==> config.mk <==
export PLATFORM = sky130hd
export DESIGN_NAME = alu_flat
export DESIGN_NICKNAME = d
export VERILOG_FILES = /design/src/rtl/alu_pkg.sv /design/src/rtl/alu_if.sv /design/src/rtl/alu_adder32.sv /design/src/rtl/alu.sv /design/src/flat_wrapper.sv
export SDC_FILE = /design/constraint.sdc
export NUM_CORES = 1
export LEC_CHECK = 0
export BUFFER_PORTS_ARGS = -buffer_cell sky130_fd_sc_hd__buf_2
export CORE_MARGIN = 1
export CORE_UTILIZATION = 40
export DETAILED_ROUTE_END_ITERATION = 16
export GPL_TIMING_DRIVEN = 0
export PLACE_DENSITY = 0.6
export SLEW_MARGIN = 40
export SYNTH_ARGS = -nofsm -noshare
export SYNTH_HDL_FRONTEND = slang
export SYNTH_SLANG_ARGS = --single-unit
==> constraint.sdc <==
create_clock -name clock -period 8.8 [get_ports clock]
set_input_delay 0.88 -clock clock [delete_from_list [all_inputs] [get_ports clock]]
set_output_delay 0.88 -clock clock [all_outputs]
set_load 0.005 [all_outputs]
==> src/rtl/alu_pkg.sv <==
// Shared constants for the execute-stage ALU: datapath width and opcode encodings.
package alu_pkg;
  localparam int DATA_W = 32;

  localparam logic [4:0] OP_ADD = 5'b00000;
  localparam logic [4:0] OP_SUB = 5'b00001;
  localparam logic [4:0] OP_AND = 5'b00010;
  localparam logic [4:0] OP_OR  = 5'b00011;
  localparam logic [4:0] OP_SLL = 5'b00100;
  localparam logic [4:0] OP_SRA = 5'b00101;
endpackage

==> src/rtl/alu_if.sv <==
// Operand/result bundle between the execute stage and the ALU.
interface alu_if;
  logic [alu_pkg::DATA_W-1:0] data_operandA;
  logic [alu_pkg::DATA_W-1:0] data_operandB;
  logic [4:0]                 ctrl_ALUopcode;
  logic [4:0]                 ctrl_shiftamt;
  logic [alu_pkg::DATA_W-1:0] data_result;
  logic                       isNotEqual;
  logic                       isLessThan;
  logic                       overflow;

  modport master (
    output data_operandA, data_operandB, ctrl_ALUopcode, ctrl_shiftamt,
    input  data_result, isNotEqual, isLessThan, overflow
  );

  modport slave (
    input  data_operandA, data_operandB, ctrl_ALUopcode, ctrl_shiftamt,
    output data_result, isNotEqual, isLessThan, overflow
  );
endinterface

==> src/rtl/alu_adder32.sv <==
// 32-bit carry-select adder from four 8-bit ripple blocks; exposes the carries
// into and out of the MSB so callers can form signed overflow as c31 ^ c32.
module alu_adder32
  import alu_pkg::*;
(
  input  logic [DATA_W-1:0] a,
  input  logic [DATA_W-1:0] b,
  input  logic              cin,
  output logic [DATA_W-1:0] sum,
  output logic              c31,
  output logic              c32
);

  // Returns {carry_out, carry_into_bit7, sum[7:0]}.
  function automatic logic [9:0] ripple8(input logic [7:0] x, input logic [7:0] y,
                                         input logic ci);
    logic [7:0] s;
    logic       c;
    logic       cm;
    c  = ci;
    cm = ci;
    s  = '0;
    for (int i = 0; i < 8; i++) begin
      if (i == 7) cm = c;
      s[i] = x[i] ^ y[i] ^ c;
      c    = (x[i] & y[i]) | (c & (x[i] ^ y[i]));
    end
    return {c, cm, s};
  endfunction

  always_comb begin
    logic       carry;
    logic [9:0] r0;
    logic [9:0] r1;
    logic [9:0] sel;
    carry = cin;
    sum   = '0;
    c31   = 1'b0;
    c32   = 1'b0;
    r0    = '0;
    r1    = '0;
    sel   = '0;
    // Each block precomputes both carry-in cases; the incoming carry only picks one.
    for (int k = 0; k < 4; k++) begin
      r0  = ripple8(a[8*k +: 8], b[8*k +: 8], 1'b0);
      r1  = ripple8(a[8*k +: 8], b[8*k +: 8], 1'b1);
      sel = carry ? r1 : r0;
      sum[8*k +: 8] = sel[7:0];
      if (k == 3) c31 = sel[8];
      carry = sel[9];
    end
    c32 = carry;
  end

endmodule

==> src/rtl/alu.sv <==
// Execute-stage ALU: add/sub/and/or/sll/sra with A-B comparison flags,
// all outputs registered one clock after the operands are presented.
module alu
  import alu_pkg::*;
(
  input  logic  clock,
  input  logic  reset,
  alu_if.slave  bus
);

  logic signed [DATA_W-1:0] op_a;
  logic signed [DATA_W-1:0] op_b;
  logic        [4:0]        amt;
  logic                     is_sub;
  logic        [DATA_W-1:0] b_main;

  logic [DATA_W-1:0] sum_main;
  logic              c31_main;
  logic              c32_main;
  logic [DATA_W-1:0] diff;
  logic              c31_cmp;
  logic              c32_cmp;
  logic              ovf_sub;

  logic [DATA_W-1:0] sll_1, sll_2, sll_4, sll_8, sll_16;
  logic [DATA_W-1:0] sra_1, sra_2, sra_4, sra_8, sra_16;

  logic [DATA_W-1:0] result_d, result_q;
  logic              neq_d, neq_q;
  logic              lt_d, lt_q;
  logic              ovf_d, ovf_q;

  assign op_a   = bus.data_operandA;
  assign op_b   = bus.data_operandB;
  assign amt    = bus.ctrl_shiftamt;
  assign is_sub = (bus.ctrl_ALUopcode == OP_SUB);
  assign b_main = is_sub ? ~op_b : op_b;

  alu_adder32 u_add_main (
    .a   (op_a),
    .b   (b_main),
    .cin (is_sub),
    .sum (sum_main),
    .c31 (c31_main),
    .c32 (c32_main)
  );

  // Dedicated A-B path so the flags are valid regardless of opcode.
  alu_adder32 u_add_cmp (
    .a   (op_a),
    .b   (~op_b),
    .cin (1'b1),
    .sum (diff),
    .c31 (c31_cmp),
    .c32 (c32_cmp)
  );

  assign ovf_sub = c31_cmp ^ c32_cmp;

  assign sll_1  = amt[0] ? {op_a[30:0], 1'b0}     : op_a;
  assign sll_2  = amt[1] ? {sll_1[29:0], 2'b0}    : sll_1;
  assign sll_4  = amt[2] ? {sll_2[27:0], 4'b0}    : sll_2;
  assign sll_8  = amt[3] ? {sll_4[23:0], 8'b0}    : sll_4;
  assign sll_16 = amt[4] ? {sll_8[15:0], 16'b0}   : sll_8;

  assign sra_1  = amt[0] ? {{1{op_a[31]}},   op_a[31:1]}   : op_a;
  assign sra_2  = amt[1] ? {{2{sra_1[31]}},  sra_1[31:2]}  : sra_1;
  assign sra_4  = amt[2] ? {{4{sra_2[31]}},  sra_2[31:4]}  : sra_2;
  assign sra_8  = amt[3] ? {{8{sra_4[31]}},  sra_4[31:8]}  : sra_4;
  assign sra_16 = amt[4] ? {{16{sra_8[31]}}, sra_8[31:16]} : sra_8;

  always_comb begin
    result_d = '0;
    ovf_d    = 1'b0;
    case (bus.ctrl_ALUopcode)
      OP_ADD, OP_SUB: begin
        result_d = sum_main;
        ovf_d    = c31_main ^ c32_main;
      end
      OP_AND:  result_d = op_a & op_b;
      OP_OR:   result_d = op_a | op_b;
      OP_SLL:  result_d = sll_16;
      OP_SRA:  result_d = sra_16;
      default: result_d = '0;
    endcase
    neq_d = |diff;
    lt_d  = diff[31] ^ ovf_sub;
  end

  // Output register stage
  always_ff @(posedge clock) begin
    if (reset) begin
      result_q <= '0;
      neq_q    <= 1'b0;
      lt_q     <= 1'b0;
      ovf_q    <= 1'b0;
    end else begin
      result_q <= result_d;
      neq_q    <= neq_d;
      lt_q     <= lt_d;
      ovf_q    <= ovf_d;
    end
  end

  assign bus.data_result = result_q;
  assign bus.isNotEqual  = neq_q;
  assign bus.isLessThan  = lt_q;
  assign bus.overflow    = ovf_q;

endmodule

==> src/flat_wrapper.sv <==
// flat-port wrapper written by rule: the top's interface ports become plain ports
module alu_flat import alu_pkg::*;
  (clock, reset, bus_data_operandA, bus_data_operandB, bus_ctrl_ALUopcode, bus_ctrl_shiftamt, bus_data_result, bus_isNotEqual, bus_isLessThan, bus_overflow);
  alu_if bus_i ();
  input  logic clock;
  input  logic reset;
  input wire logic [$bits(bus_i.data_operandA)-1:0] bus_data_operandA;
  input wire logic [$bits(bus_i.data_operandB)-1:0] bus_data_operandB;
  input wire logic [$bits(bus_i.ctrl_ALUopcode)-1:0] bus_ctrl_ALUopcode;
  input wire logic [$bits(bus_i.ctrl_shiftamt)-1:0] bus_ctrl_shiftamt;
  output wire logic [$bits(bus_i.data_result)-1:0] bus_data_result;
  output wire logic [$bits(bus_i.isNotEqual)-1:0] bus_isNotEqual;
  output wire logic [$bits(bus_i.isLessThan)-1:0] bus_isLessThan;
  output wire logic [$bits(bus_i.overflow)-1:0] bus_overflow;
  assign bus_i.data_operandA = bus_data_operandA;
  assign bus_i.data_operandB = bus_data_operandB;
  assign bus_i.ctrl_ALUopcode = bus_ctrl_ALUopcode;
  assign bus_i.ctrl_shiftamt = bus_ctrl_shiftamt;
  assign bus_data_result = bus_i.data_result;
  assign bus_isNotEqual = bus_i.isNotEqual;
  assign bus_isLessThan = bus_i.isLessThan;
  assign bus_overflow = bus_i.overflow;
  alu u_core (.clock(clock), .reset(reset), .bus(bus_i));
endmodule
# Word level (Yosys, flattened, before mapping)
# Index checks and enable logic that the tools add are counted.
# W data, S select, Z words.
[classes]
n_mux = 19
eq_ne = 5
reduce_logical = 4
n_bitwise = 466
[ops]
columns = ["op", "n"]
rows = [
  ["$mux W32", 6],
  ["$xor A1 B1 Y1", 172],
  ["$and A1 B1 Y1", 169],
  ["$pmux W32 S5", 1],
  ["$mux W31", 5],
  ["$or A1 B1 Y1", 113],
  ["$mux W10", 7],
  ["$and A32 B32 Y32", 1],
  ["$not A32 Y32", 1],
  ["$or A32 B32 Y32", 1],
  ["$reduce_or A32 Y1", 1],
  ["$eq A5 B2 Y1 const B", 2],
  ["$eq A5 B3 Y1 const B", 2],
  ["$not A1 Y1", 9],
  ["$eq A5 B1 Y1 const B", 1],
  ["$logic_not A5 Y1", 1],
  ["$reduce_or A2 Y1", 2],
]
[word_totals]
ff_bits = 35
in_bits = 76
wordCells = 498
output_inout_bits = 35

# Logic depth before layout (Yosys ltp)
# Gate-level depths: netlist (run 1).
[logic_depth]
word_depth = 23
ltp_mapped = 34
ltp_nobuf = 34

# Cells and area by module
# From an unflattened synthesis (run 1), not the netlist that was laid out.
[hier_totals]
cells_unflattened = 1062
hier_area_um2 = 8931.1
[by_module_without_submodules]
columns = ["module", "area_each_um2", "cells_per_inst", "seq_area_each_um2", "n_inst"]
rows = [
  ["alu", 6528.8, 780, 700.7, 1],
  ["alu_adder32", 1201.2, 141, 0.0, 2],
]

# Worst setup path before layout (run 1)
# No wires, ideal clock.
[synth_path]
path_kind = "input port to flip-flop"
startpoint = "input bus_data_operandB[1]"
endpoint = "register u_core.neq_q (netlist: u_core.bus.isNotEqual)"
n_path_buf = 0
path_slack_ns = 0.557
t_arrival_ns = 8.105
setup_ns = 0.138
stages = 34
t_required_ns = 8.662
cell_sequence = "inv_1 > ha_1 > nor2_1 > nor2_1 > fa_1 > fa_1 > fa_1 > fa_1 > fa_1 > fa_1 > nor3_1 > nor2_1 > a221o_1 > nor2_1 > nor2_1 > fa_1 > or2_2 > o221ai_1 > o22ai_1 > nor2_1 > nor2_1 > fa_1 > nor4b_1 > o31ai_1 > a21oi_1 > o21bai_1 > a21oi_1 > fa_1 > nand4_1 > a221oi_1 > and3_1 > o21ai_0 > a2111oi_0 > a31oi_1"
[synth_via]
elab_chain_len = 20
elab_cells_between_ends = 28
cone_classes = "3 x mux; 24 x bitwise; 1 x reduce/logical"
[synth_rtl]
columns = ["item", "line_no", "text"]
rows = [
  ["from (decl)", "flat_wrapper.sv:8", "input wire logic [$bits(bus_i.data_operandB)-1:0] bus_data_operandB;"],
  ["$not A32 Y32 *", "alu.sv:51", ".b (~op_b),"],
  ["$xor A1 B1 Y1", "alu_adder32.sv:25, alu_adder32.sv:26", ""],
  ["$and A1 B1 Y1", "alu_adder32.sv:26", "c = (x[i] & y[i]) | (c & (x[i] ^ y[i]));"],
  ["$or A1 B1 Y1", "alu_adder32.sv:26", ""],
  ["$and A1 B1 Y1", "alu_adder32.sv:26", ""],
  ["$or A1 B1 Y1", "alu_adder32.sv:26", ""],
  ["$and A1 B1 Y1", "alu_adder32.sv:26", ""],
  ["$or A1 B1 Y1", "alu_adder32.sv:26", ""],
  ["[2 not listed]", "-", ""],
  ["$and A1 B1 Y1", "alu_adder32.sv:26", ""],
  ["$or A1 B1 Y1", "alu_adder32.sv:26", ""],
  ["$and A1 B1 Y1", "alu_adder32.sv:26", ""],
  ["$or A1 B1 Y1", "alu_adder32.sv:26", ""],
  ["$and A1 B1 Y1", "alu_adder32.sv:26", ""],
  ["$or A1 B1 Y1", "alu_adder32.sv:26", ""],
  ["$mux W10 (3 in series)", "alu_adder32.sv:47", "sel = carry ? r1 : r0;"],
  ["$reduce_or A32 Y1 *", "alu.sv:86", "neq_d = |diff;"],
  ["to (signal assigned)", "alu.sv:99", "neq_q <= neq_d;"],
  ["to (decl)", "alu.sv:29", "logic neq_d, neq_q;"],
]
# Mark *: on every way between the ends. The rest lies on a longest branch, timed or not.
# A chain may end at the register's enable or synchronous reset.

# Final worst setup path (run 1)
[layout_path]
startpoint = "input bus_data_operandA[1]"
endpoint = "register u_core.neq_q (netlist: u_core.bus.isNotEqual)"
[layout_via]
elab_chain_len = 19
elab_cells_between_ends = 27
cone_classes = "3 x mux; 23 x bitwise; 1 x reduce/logical"
[layout_rtl]
columns = ["item", "line_no", "text"]
rows = [
  ["from (decl)", "flat_wrapper.sv:7", "input wire logic [$bits(bus_i.data_operandA)-1:0] bus_data_operandA;"],
  ["$xor A1 B1 Y1", "alu_adder32.sv:25, alu_adder32.sv:26", ""],
  ["$and A1 B1 Y1", "alu_adder32.sv:26", ""],
  ["$or A1 B1 Y1", "alu_adder32.sv:26", ""],
  ["$and A1 B1 Y1", "alu_adder32.sv:26", ""],
  ["$or A1 B1 Y1", "alu_adder32.sv:26", ""],
  ["$and A1 B1 Y1", "alu_adder32.sv:26", ""],
  ["$or A1 B1 Y1", "alu_adder32.sv:26", ""],
  ["$and A1 B1 Y1", "alu_adder32.sv:26", ""],
  ["$or A1 B1 Y1", "alu_adder32.sv:26", ""],
  ["$and A1 B1 Y1", "alu_adder32.sv:26", ""],
  ["$or A1 B1 Y1", "alu_adder32.sv:26", ""],
  ["$and A1 B1 Y1", "alu_adder32.sv:26", ""],
  ["$or A1 B1 Y1", "alu_adder32.sv:26", ""],
  ["$and A1 B1 Y1", "alu_adder32.sv:26", ""],
  ["$or A1 B1 Y1", "alu_adder32.sv:26", ""],
  ["$mux W10 (3 in series)", "alu_adder32.sv:47", ""],
  ["$reduce_or A32 Y1 *", "alu.sv:86", ""],
]
# Marks and branches as above.

==> impl_metrics.yaml, run 1 <==
synthesis:
  syn_inst: 1040
  synth-edff-count: 0
  avgSynthCellArea_um2: 8.355
  synth_area_um2: 8690
  synth_async_sr_flop_share_pct: 0
  ys_seq_area_share_pct: 8.063
  synth_seq_cells: 35
  yosysWarnings: 0
  synth-main-ff-cell: "dfxtp_1"
  yosysUniqueCellTypes: 73
  syn_nets: 1249
placement:
  place.gp.congestion: 1.043
  hpwlAfterDp_mm: 30.94
  place.port_buffers: 108
  dp_cells: 1425
die:
  die_w_um: 149.4
  rows: 53
  die_h_um: 149.4
  core-area_um2: 21150
  start_util_pct: 41.08
  design.portCount: 111
  die_area_um2: 22320
worst_setup_path:
  cp-end-kind: "register"
  slowest_delay_ns: 0.58
  crit_arrival_ns: 8.56
  crit_path_start_kind: "input port"
  worst_path_most_repeated_cell: "fa_2"
  cp_max_fo: 9
  crit_type: "in2reg"
  required_ns: 8.91
  slowest_stage: "fa_1"
clock_tree:
  cts_sinks: 35
  htree_levels: 2
  numCtsBuffers: 5
  cts_tree: "built"
  clk_pin_slew_worst_paths_ns: 0.05
  cts_buffer_depth: 2
  root_buffer: "clkbuf_16"
timing:
  relSlewSlack_pct: 41.52
  finalSetupViolations: 0
  drv_slew: 0
  finalHoldViolCount: 0
  worst_pin_slew_ns: 0.8772
  period_share_pct: 95.98
  fmax_ghz: 0.1184
  tns_ns: 0
  min_period_ns: 8.446
detailed_routing:
  routed_wl_mm: 38.54
  drc_errors: 0
  drtPass1Iterations: 6
  avgViaCountPerCell: 6.252
  dr_total_vias: 8997
  drtIter0Drc: 948
  drt.antenna.violating_nets: 0
  wl_per_cell_um: 26.78
power:
  vdd_drop_max_uv: 61.53
  p_per_area_nw_per_um2: 88.73
  p_leak_nw: 4.379
run:
  drv_cap: 0
layout:
  drive_above_1_share_pct: 22.68
  n_fill_cell: 2148
  nets: 1372
  final_common_cell: "buf_2"
  syn_to_final_growth_pct: 14.83
  mostFrequentLayoutCells: "buf_2, ha_1, nor2_1, inv_1, a21oi_1"
  diodes: 0
  stdcell_count: 1439
grt:
  antenna_found_initial: 1
  overflow: 0
  grt_usage_pct: 34.34
  grt_start_max_net_pins: 13
  grt_pass1_vias: 8174
  grt_pass1_wl_mm: 55.34
status:
  outcome: "complete, no violations"
worst_hold_path:
  holdCritPathClass: "in2reg"
==> flip-flops by register name, indices dropped and copies added (netlist names) <==
signal	flops
u_core.bus.data_result	32
u_core.bus.overflow	1
u_core.bus.isLessThan	1
u_core.bus.isNotEqual	1
==> repair_timing <==
action                                  CTS  global route
hold endpoints to repair                  0             0
buffers inserted                          4             2
pin swaps                                14            18
gates resized for setup                  23            19
hold buffers                              0             0
endpoints found under the setup margin    3             3
==> power breakdown <==
part           internal (W)  switching (W)  total [W]  leakage [nW]
clock              0.000104      0.0000622   0.000166        0.0669
combinational      0.000218       0.000340   0.000558          4.03
sequential         0.000161    0.000000425   0.000161         0.283
total              0.000483       0.000403   0.000885          4.38
==> synth_stat cells, drive strengths merged, types with 10 or more instances <==
library cell	instances	area, um2
ha	120	1501
nor2	116	435.4
inv	100	375.4
a21oi	71	359.1
mux4	65	1494
nand2	64	240.2
mux2i	57	583.1
o21ai	50	250.2
xnor2	46	402.9
nor3	37	185.2
dfxtp	35	700.7
buf	32	207.7
clkbuf	31	116.4
a31oi	19	118.9
o22ai	16	100.1
xor2	15	131.4
o211ai	14	105.1
fa	13	260.3
nand2b	12	75.07
a221oi	10	93.84
==> cell type report <==
type                            instances  area, um2  area share (%)
Inverter                              100      375.4           3.762
Tap cell                              275      344.1           3.448
Clock buffer                            6      128.9           1.292
Buffer                                 63      335.3           3.361
Timing Repair Buffer                  116      616.8           6.182
Clock inverter                          2      12.51          0.1254
Multi-Input combinational cell        842       7465           74.81
Sequential cell                        35      700.7           7.022
==> logic make-up after synthesis <==
logic type | synth area share [%]
fa+ha+maj | 20.27
flops | 8.063
xor+xnor | 6.148
compound gates | 18.13
buf+inv | 8.049
mux | 24.72
simple gates | 14.61
==> worst max-delay path: cells and delay by family <==
kind                     cells  cell delay (ns)
adder cells (fa/ha/maj)     10             3.68
AND/OR/NAND/NOR             12             1.63
buffers and inverters        2             0.20
AO/OA/AOI/OAI               11             2.17
==> final timing paths <==
| kind | start | to | slack (ns) | cells after the start |
|---|---|---|---|---|
| max | bus_data_operandA[1] | u_core.bus.isNotEqual | 0.35 | 35 |
| min | reset | u_core.bus.isLessThan | 0.90 | 2 |
==> metal layers <==
metal | global-route usage, % | vias up | share of wire [%]
met5 | 0 | - | 0
met4 | 15.71 | 0 | 5.0
met3 | 5.933 | 92 | 9.9
met2 | 49.44 | 561 | 42
met1 | 49.36 | 4317 | 43
li1 | - | 4027 | -
==> metrics by stage <==
step	cell area [um2]	utilization, %	hold WS, ns	power, W	worst slack (ns)
3_3_place_gp	9574	45.26	1.172	0.0006853	-1.179
5_1_grt	9978	47.17	0.9003	0.0009325	-0.01796
3_5_place_dp	9619	45.47	1.175	0.0006855	-1.180
6_report	9978	47.17	0.8966	0.0008854	0.3539
4_1_cts	9887	46.74	0.8828	0.0008690	-0.05525
2_1_floorplan	8690	-	0.9494	0.0005007	0.5571
(Power assumes the default switching activity.)
==> run 2: changes to the inputs <==
--- a/config.mk
+++ b/config.mk
@@ -11,6 +11,7 @@
 export DETAILED_ROUTE_END_ITERATION = 16
 export GPL_TIMING_DRIVEN = 0
 export PLACE_DENSITY = 0.6
+export RECOVER_POWER = 100
 export SLEW_MARGIN = 40
 export SYNTH_ARGS = -nofsm -noshare
 export SYNTH_HDL_FRONTEND = slang
==> impl_metrics.yaml, run 2 (synthesized netlist as in run 1, its figures left out) <==
status:
  outcome: "complete, no violations"
timing:
  drv_slew: 0
  worst_pin_slew_ns: 0.8641
  finalSetupViolations: 0
  min_period_ns: 8.442
  whs_ns: 0.8952
  fmax_ghz: 0.1185
  period_share_pct: 95.94
  relSlewSlack_pct: 41.92
  finalHoldViolCount: 0
  tns_ns: 0
worst_setup_path:
  slowest_stage: "fa_1"
  crit_arrival_ns: 8.55
  slowest_delay_ns: 0.58
  required_ns: 8.91
  cp-end-kind: "register"
  crit_buf_inv: 2
  crit_path_start_kind: "input port"
  cp_max_fo: 4
  worst_path_most_repeated_cell: "fa_2"
  crit_type: "in2reg"
  cp_top_family: "adder cells"
clock_tree:
  htree_levels: 2
  clk_pin_slew_worst_paths_ns: 0.05
  numCtsBuffers: 5
  cts_tree: "built"
  root_buffer: "clkbuf_16"
  cts_buffer_depth: 2
  cts_sinks: 35
power:
  p_per_area_nw_per_um2: 88.94
  p_leak_nw: 4.280
  vdd_drop_max_uv: 61.44
  power.total_w: 0.0008850
grt:
  grt_pass1_wl_mm: 55.34
  grt_pass1_vias: 8174
  grt_usage_pct: 34.34
  antenna_found_initial: 1
  grt_start_max_net_pins: 13
  overflow: 0
worst_hold_path:
  holdCritPathClass: "in2reg"
  holdPathEnd: "u_core.bus.isLessThan"
  hold_depth: 2
  min-delay-start: "reset"
run:
  drv_cap: 0
die:
  die_w_um: 149.4
  rows: 53
  die_h_um: 149.4
  core-area_um2: 21150
  design.portCount: 111
  die_area_um2: 22320
  start_util_pct: 41.08
detailed_routing:
  avgViaCountPerCell: 6.260
  drtPass1Iterations: 6
  drtIter0Drc: 946
  dr_total_vias: 9008
  routed_wl_mm: 38.53
  drt.antenna.violating_nets: 0
  drc_errors: 0
  wl_per_cell_um: 26.77
layout:
  postLayoutCoreUtil_pct: 47.03
  drive_above_1_share_pct: 20.70
  diodes: 0
  syn_to_final_growth_pct: 14.50
  final_common_cell: "ha_1"
  largest_register_ff_count: 32
  stdcell_count: 1439
  nets: 1372
  mostFrequentLayoutCells: "ha_1, nor2_1, buf_2, inv_1, a21oi_1"
  n_fill_cell: 2161
placement:
  place.port_buffers: 108
  hpwlAfterDp_mm: 30.94
  dp_cells: 1425
  place.gp.congestion: 1.043
-- run 2: cell count changes in the layout (fill, tap and decap cells not counted), sizes merged --
| cell | change |
|---|---|
| clkbuf | +23 |
| buf | -23 |
-- run 2: what timing repair did --
action	CTS	global route
pin swaps	14	18
hold buffers	0	0
setup endpoints to repair	3	3
resized for setup	23	19
setup buffers	4	2
-- run 2: area by class of cell --
type                       count  area (um2)  share of cell area (%)
sequential                    35       700.7                   7.042
clock buffer                   6       128.9                   1.295
buffer                        63       335.3                   3.370
clock inverter                 2       12.51                  0.1258
multi-input combinational    842        7465                   75.03
tap                          275       344.1                   3.458
inverter                     100       375.4                   3.773
timing repair buffer         116       588.1                   5.910
-- run 2: power breakdown --
group	leakage (nW)	switching, W	internal [W]
Combinational	3.93	0.000340	0.000217
Sequential	0.283	0.000000475	0.000161
Clock	0.0669	0.0000621	0.000104
Total	4.28	0.000403	0.000482
-- run 2: worst max path at each step --
stage	startpoint	end	slack, ns	depth (start not counted)
floorplan	bus_data_operandB[1]	u_core.bus.isNotEqual	0.56	34
global placement	bus_ctrl_ALUopcode[1]	u_core.bus.data_result[31]	-1.18	32
detailed placement	bus_data_operandA[1]	u_core.bus.isNotEqual	-1.18	35
CTS	bus_data_operandB[1]	u_core.bus.isNotEqual	-0.06	35
global route	bus_data_operandA[1]	u_core.bus.isNotEqual	-0.02	35
finish	bus_data_operandB[1]	u_core.bus.isNotEqual	0.36	35
-- run 2: routing by layer --
metal | up-vias | share of wire [%] | wire length (um) | GRT usage [%]
met3 | 95 | 9.7 | 3737 | 5.933
met5 | - | 0 | 0 | 0
met4 | 0 | 5.1 | 1980 | 15.71
li1 | 4025 | - | - | -
met1 | 4335 | 44 | 16770 | 49.36
met2 | 553 | 42 | 16040 | 49.44
-- run 2: per-stage QoR --
step	area (um2)	setup slack [ns]
3_5_place_dp	9619	-1.180
4_1_cts	9887	-0.05525
3_3_place_gp	9574	-1.179
2_1_floorplan	8690	0.5571
5_1_grt	9950	-0.01795
6_report	9950	0.3577
